### config.mk
export PLATFORM = sky130hd
export DESIGN_NAME = ultrasonic_ranger
export DESIGN_NICKNAME = d
export VERILOG_FILES = /design/src/rtl/ultra_pkg.sv /design/src/rtl/us_tick_gen.sv /design/src/rtl/ultrasonic_ranger.sv
export SDC_FILE = /design/constraint.sdc
export NUM_CORES = 1
export LEC_CHECK = 0
export CORE_MARGIN = 2
export CORE_UTILIZATION = 65
export CTS_CLUSTER_SIZE = 25
export DETAILED_ROUTE_END_ITERATION = 12
export GPL_TIMING_DRIVEN = 0
export HOLD_SLACK_MARGIN = 0.02
export PLACE_DENSITY = 0.95
export SETUP_SLACK_MARGIN = 0.3
export SLEW_MARGIN = 20
export SYNTH_ARGS = -nofsm -noshare
export SYNTH_HDL_FRONTEND = slang
export SYNTH_SLANG_ARGS = --single-unit
### constraint.sdc
create_clock -name clk -period 6.4 [get_ports clk]
set_input_delay 0.96 -clock clk [delete_from_list [all_inputs] [get_ports clk]]
set_output_delay 0.96 -clock clk [all_outputs]
set_load 0.1 [all_outputs]
### src/rtl/ultra_pkg.sv
// ultra_pkg: shared FSM states and conversion constants for the ultrasonic ranger
package ultra_pkg;
  typedef enum logic [2:0] {IDLE, TRIG, WAIT_RISE, MEASURE, DONE, FAIL} state_t;
  localparam int US_PER_CM = 58;
  localparam int DIST_W = 9;
endpackage

### src/rtl/us_tick_gen.sv
// us_tick_gen: free-running 1 us prescaler (clk, rst active-low async, tick 1-cycle pulse)
module us_tick_gen #(
  parameter int CLK_HZ = 50_000_000
) (
  input  logic clk,
  input  logic rst,
  output logic tick
);
  localparam int DIV = CLK_HZ / 1_000_000;
  localparam int W = DIV > 1 ? $clog2(DIV) : 1;
  logic [W-1:0] cnt_q;
  logic tick_q;
  always_ff @(posedge clk or negedge rst)
    if (!rst) begin
      cnt_q  <= '0;
      tick_q <= 1'b0;
    end else begin
      cnt_q  <= (cnt_q == W'(DIV - 1)) ? '0 : cnt_q + 1'b1;
      tick_q <= cnt_q == W'(DIV - 1);
    end
  assign tick = tick_q;
endmodule

### src/rtl/ultrasonic_ranger.sv
// ultrasonic_ranger: HC-SR04 trigger/echo timer with cm conversion and hysteretic near flag
// ports: clk, rst (async active-low), echo (async in), trig, dist_cm, dist_valid, timeout, near, led
module ultrasonic_ranger
  import ultra_pkg::*;
#(
  parameter int CLK_HZ     = 50_000_000,
  parameter int TRIG_US    = 10,
  parameter int PERIOD_MS  = 60,
  parameter int TIMEOUT_US = 25000,
  parameter int NEAR_CM    = 10,
  parameter int HYST_CM    = 2
) (
  input  logic              clk,
  input  logic              rst,
  input  logic              echo,
  output logic              trig,
  output logic [DIST_W-1:0] dist_cm,
  output logic              dist_valid,
  output logic              timeout,
  output logic              near,
  output logic              led
);
  localparam int PERIOD_US = PERIOD_MS * 1000;
  localparam int PW = $clog2(PERIOD_US + 1);
  localparam int CW = $clog2((TIMEOUT_US > TRIG_US ? TIMEOUT_US : TRIG_US) + 1);
  localparam int SW = $clog2(US_PER_CM);
  logic tick;
  state_t state_q, state_d;
  logic [PW-1:0] per_q, per_d;
  logic [CW-1:0] cnt_q, cnt_d;
  logic [SW-1:0] sub_q, sub_d;
  logic [DIST_W-1:0] cm_q, cm_d, dist_q, dist_d;
  logic started_q, started_d, stale_q, stale_d, near_q, near_d;
  logic dv_q, dv_d, to_q, to_d;
  logic s1_q, s2_q, s3_q, rise_q, fall_q;
  us_tick_gen #(.CLK_HZ(CLK_HZ)) u_tick (.clk(clk), .rst(rst), .tick(tick));
  // s3_q is the echo level aligned with the registered rise/fall events
  always_ff @(posedge clk or negedge rst)
    if (!rst) begin
      {s1_q, s2_q, s3_q, rise_q, fall_q} <= '0;
    end else begin
      s1_q   <= echo;
      s2_q   <= s1_q;
      s3_q   <= s2_q;
      rise_q <= s2_q & ~s3_q;
      fall_q <= ~s2_q & s3_q;
    end
  always_comb begin
    state_d   = state_q;
    per_d     = (tick && per_q != PW'(PERIOD_US)) ? per_q + 1'b1 : per_q;
    cnt_d     = tick ? cnt_q + 1'b1 : cnt_q;
    sub_d     = sub_q;
    cm_d      = cm_q;
    started_d = started_q;
    stale_d   = stale_q;
    dist_d    = dist_q;
    near_d    = near_q;
    dv_d      = 1'b0;
    to_d      = 1'b0;
    case (state_q)
      IDLE: begin
        cnt_d = '0;
        // the very first trigger after reset does not wait for a full period
        if (tick && (!started_q || per_q >= PW'(PERIOD_US - 1))) begin
          state_d   = TRIG;
          per_d     = '0;
          started_d = 1'b1;
        end
      end
      TRIG:
        if (tick && cnt_q == CW'(TRIG_US - 1)) begin
          state_d = WAIT_RISE;
          cnt_d   = '0;
          stale_d = s3_q;
        end
      WAIT_RISE: begin
        if (fall_q) stale_d = 1'b0;
        if (rise_q && !stale_q) begin
          state_d = MEASURE;
          cnt_d   = '0;
          sub_d   = '0;
          cm_d    = '0;
        end else if (tick && cnt_q == CW'(TIMEOUT_US - 1)) state_d = FAIL;
      end
      MEASURE: begin
        if (tick) begin
          sub_d = (sub_q == SW'(US_PER_CM - 1)) ? '0 : sub_q + 1'b1;
          cm_d  = (sub_q == SW'(US_PER_CM - 1) && cm_q != '1) ? cm_q + 1'b1 : cm_q;
        end
        if (fall_q) state_d = DONE;
        else if (tick && cnt_q == CW'(TIMEOUT_US - 1)) state_d = FAIL;
      end
      DONE: begin
        state_d = IDLE;
        dist_d  = cm_q;
        dv_d    = 1'b1;
        near_d  = cm_q <= DIST_W'(NEAR_CM) ? 1'b1 :
                  cm_q > DIST_W'(NEAR_CM + HYST_CM) ? 1'b0 : near_q;
      end
      FAIL: begin
        state_d = IDLE;
        to_d    = 1'b1;
        near_d  = 1'b0;
      end
      default: state_d = IDLE;
    endcase
  end
  always_ff @(posedge clk or negedge rst)
    if (!rst) begin
      state_q   <= IDLE;
      per_q     <= '0;
      cnt_q     <= '0;
      sub_q     <= '0;
      cm_q      <= '0;
      dist_q    <= '0;
      started_q <= 1'b0;
      stale_q   <= 1'b0;
      near_q    <= 1'b0;
      dv_q      <= 1'b0;
      to_q      <= 1'b0;
    end else begin
      state_q   <= state_d;
      per_q     <= per_d;
      cnt_q     <= cnt_d;
      sub_q     <= sub_d;
      cm_q      <= cm_d;
      dist_q    <= dist_d;
      started_q <= started_d;
      stale_q   <= stale_d;
      near_q    <= near_d;
      dv_q      <= dv_d;
      to_q      <= to_d;
    end
  // decoded from the async-reset state register so trig drops the moment rst asserts
  assign trig       = state_q == TRIG;
  assign dist_cm    = dist_q;
  assign dist_valid = dv_q;
  assign timeout    = to_q;
  assign near       = near_q;
  assign led        = near_q;
endmodule

==> impl_metrics.ini <==
[timing]
final_hold_viol_count = 0
setup_tns_ps = 0
setup_viol_count_final = 0
clock.fmax_mhz = 258.0
whs_ps = 350.5
maxSlewViolCount = 0
max-slew-margin-rel_pct = 29.11
finalCritPeriodShare_pct = 60.56
rsz0062_at_grt = false
worst_slew_pin_slew_ps = 1055
skew_ps = 11.47
period_needed_ps = 3876
setup_ws_ps = 2524

[pwr]
intPower_mw = 0.7414
combPwrFrac_pct = 1.7
peakVddDrop_mv = 0.1422
pwr-share-seq_pct = 51.1
p_sw_share_pct = 20.33
power.net_switching_mw = 0.1892
powerDensity_nw_per_um2 = 211.3
p_leak_nw = 1.831
clkPwrFrac_pct = 47.2

[critical_path]
path_cells = clkbuf_1, inv_1, nor3_1, clkdlybuf4s50_1
worstPathMaxFanout = 10
cpPeakStageDelay_ps = 1220
critPathArrivalTime_ps = 2920
crit_type = register to primary output
crit_required_ps = 5440
cp_slowest_cell = clkdlybuf4s50_1
cp_num_buf_inv = 3
crit_family = buffers and inverters
cp-end-kind = primary output
start_kind = register

[cts]
cts.sinks = 75
postCtsResizedCells = 0
hold_buffers = 0
cts-root-buf = clkbuf_8
clk_pin_slew_worst_paths_ps = 80
cts_tree = built
cts_buffer_depth = 2
clk_latency_ps = 360
h-tree-depth = 3
cts_setup_buffers = 0
numCtsBuffers = 9

[final_layout]
layout_commonest_cell = dfrtp_1
layout_common_cells = 75 x dfrtp_1, 29 x a21oi_1, 28 x nor2_1
syn_to_final_growth_pct = 13.32
drive_gt1_share_pct = 10.35
diodes = 0
nets = 434
fin_cells = 500
finish.utilization_pct = 75.30
fill_cells = 365

[synth]
yosysTopAreaCell = dfrtp_1
ys_async_sr_fraction_pct = 100.0
yosys_warnings = 0
synth_seq_cells = 75
syn_nets = 406
synth.distinct_cells = 51
synth_area_um2 = 3887
synth_top_cell_area_share_pct = 48.28
synthTopCellsByArea = dfrtp_1 48%, a21oi_1 3.7%, xnor2_1 3.6%
synth_area_per_cell_um2 = 9.917
synth-seq-area-share_pct = 48.28
synthCells = 392
synth-main-ff-cell = dfrtp_1
synth-edff-count = 0

[global_route]
grt_first_pass_wirelength_um = 14110
antenna_found_initial = 0
gr-total-overflow = 0
grt_max_degree = 40
grt_pass1_vias = 3103
grt.total_usage_pct = 27.85

[worst_hold_path]
hold_class = register to register

[routing]
viasPerCell = 6.376
drtAntennaViolNets = 0
post_drt_wl_per_cell_um = 16.37
drt-total-wl_um = 8183
vias = 3188
drtIter0Drc = 207
firstDrtPassIters = 5
drc = 0

[floorplanning]
rows = 28
die_area_um2 = 6615
fp.dieH_um = 81.34
design.core.area_um2 = 5851
die_w_um = 81.34
ios = 17
initial_core_util_pct = 66.45

[place]
place.gp.congestion = 0.8691
pre_cts_ws_ps = 2965
dpl.hpwl_um = 5335
port_buffers = 16
place_inst = 484

[flow_run]
maxCapViolations = 0

[outcome]
status = finished, final reports clean
==> cell families after synthesis <==
group / Yosys count / synth area share, %
XOR/XNOR: 25 / 5.632
multiplexers: 11 / 3.122
flip-flops: 75 / 48.28
adder cells (fa/ha/maj): 11 / 3.540
AO/OA/AOI/OAI: 81 / 13.29
buffers and inverters: 33 / 3.701
AND/OR/NAND/NOR: 156 / 22.43
==> stage by stage <==
step           area, um^2  power, mW
6_report             4405     0.9307
5_1_grt              4405     0.9559
4_1_cts              4405     0.9341
3_5_place_dp         4159     0.5014
3_3_place_gp         4141     0.4996
2_1_floorplan        3887     0.4886
==> final timing paths <==
kind	from	to	slack, ps	cells past startpoint
setup / recovery	state_q[0]	trig	2520	4
hold / removal	s1_q	s2_q	350	0
setup reg to reg	cm_q[0]	cm_q[4]	3790	9
hold reg to reg	s1_q	s2_q	350	0
max in group asynchronous	rst	sub_q[1]	5260	2
min in group asynchronous	rst	cnt_q[8]	560	1
==> per-layer routing <==
| metal | vias to the layer above | global-route usage [%] | share of wire (%) |
|---|---|---|---|
| met3 | 29 | 4.889 | 4.8 |
| li1 | 1486 | - | - |
| met5 | - | 0 | 0 |
| met4 | 0 | 14.41 | 2.9 |
| met2 | 124 | 44.67 | 49 |
| met1 | 1549 | 36.22 | 43 |
==> synth_stat cells, types with 2 or more instances <==
| master | n |
|---|---|
| ha_1 | 11 |
| nand2_1 | 25 |
| o31a_1 | 2 |
| or4_1 | 8 |
| nor4b_1 | 3 |
| dfrtp_1 | 75 |
| o31ai_1 | 8 |
| xnor2_1 | 16 |
| and2_1 | 3 |
| buf_2 | 7 |
| inv_1 | 15 |
| o21ai_0 | 17 |
| clkbuf_1 | 8 |
| nor2_1 | 28 |
| nor2b_1 | 6 |
| nand4_1 | 12 |
| xor2_1 | 9 |
| and4_1 | 4 |
| a21oi_1 | 29 |
| mux2_2 | 9 |
| nand3b_1 | 4 |
| o22ai_1 | 3 |
| a22oi_1 | 7 |
| nand4b_1 | 2 |
| or3_1 | 4 |
| and3_1 | 8 |
| mux2i_1 | 2 |
| nand3_1 | 21 |
| a22o_1 | 4 |
| nand2b_1 | 5 |
| a21o_1 | 3 |
| nor4_1 | 9 |
| nor3_1 | 7 |
==> state kept, by name (all words and copies together) (netlist names), 3 cells and up <==
signal and cells:
cm_q 9, dist_cm 9, cnt_q 15, u_tick.cnt_q 6
state_q 3, sub_q 6, per_q 16
==> cell type report <==
| type | instances | area [um^2] | share of cell area [%] |
|---|---|---|---|
| Buffer | 18 | 87.58 | 1.988 |
| Clock buffer | 13 | 178.9 | 4.061 |
| Clock inverter | 3 | 67.56 | 1.534 |
| Inverter | 15 | 56.30 | 1.278 |
| Multi-Input combinational cell | 284 | 1867 | 42.37 |
| Sequential cell | 75 | 1877 | 42.60 |
| Tap cell | 75 | 93.84 | 2.130 |
| Timing Repair Buffer | 17 | 177.7 | 4.033 |
==> power groups by stage <==
| stage | registers (mW) | clock network [mW] | logic (mW) |
|---|---|---|---|
| global route | 0.476 | 0.462 | 0.0182 |
| CTS | 0.476 | 0.442 | 0.0161 |
| finish | 0.476 | 0.439 | 0.0155 |
| detailed placement | 0.485 | 0 | 0.0161 |
| floorplan | 0.485 | 0 | 0.00339 |
| global placement | 0.485 | 0 | 0.0143 |
Note: power is estimated with default switching activity, not from simulation.
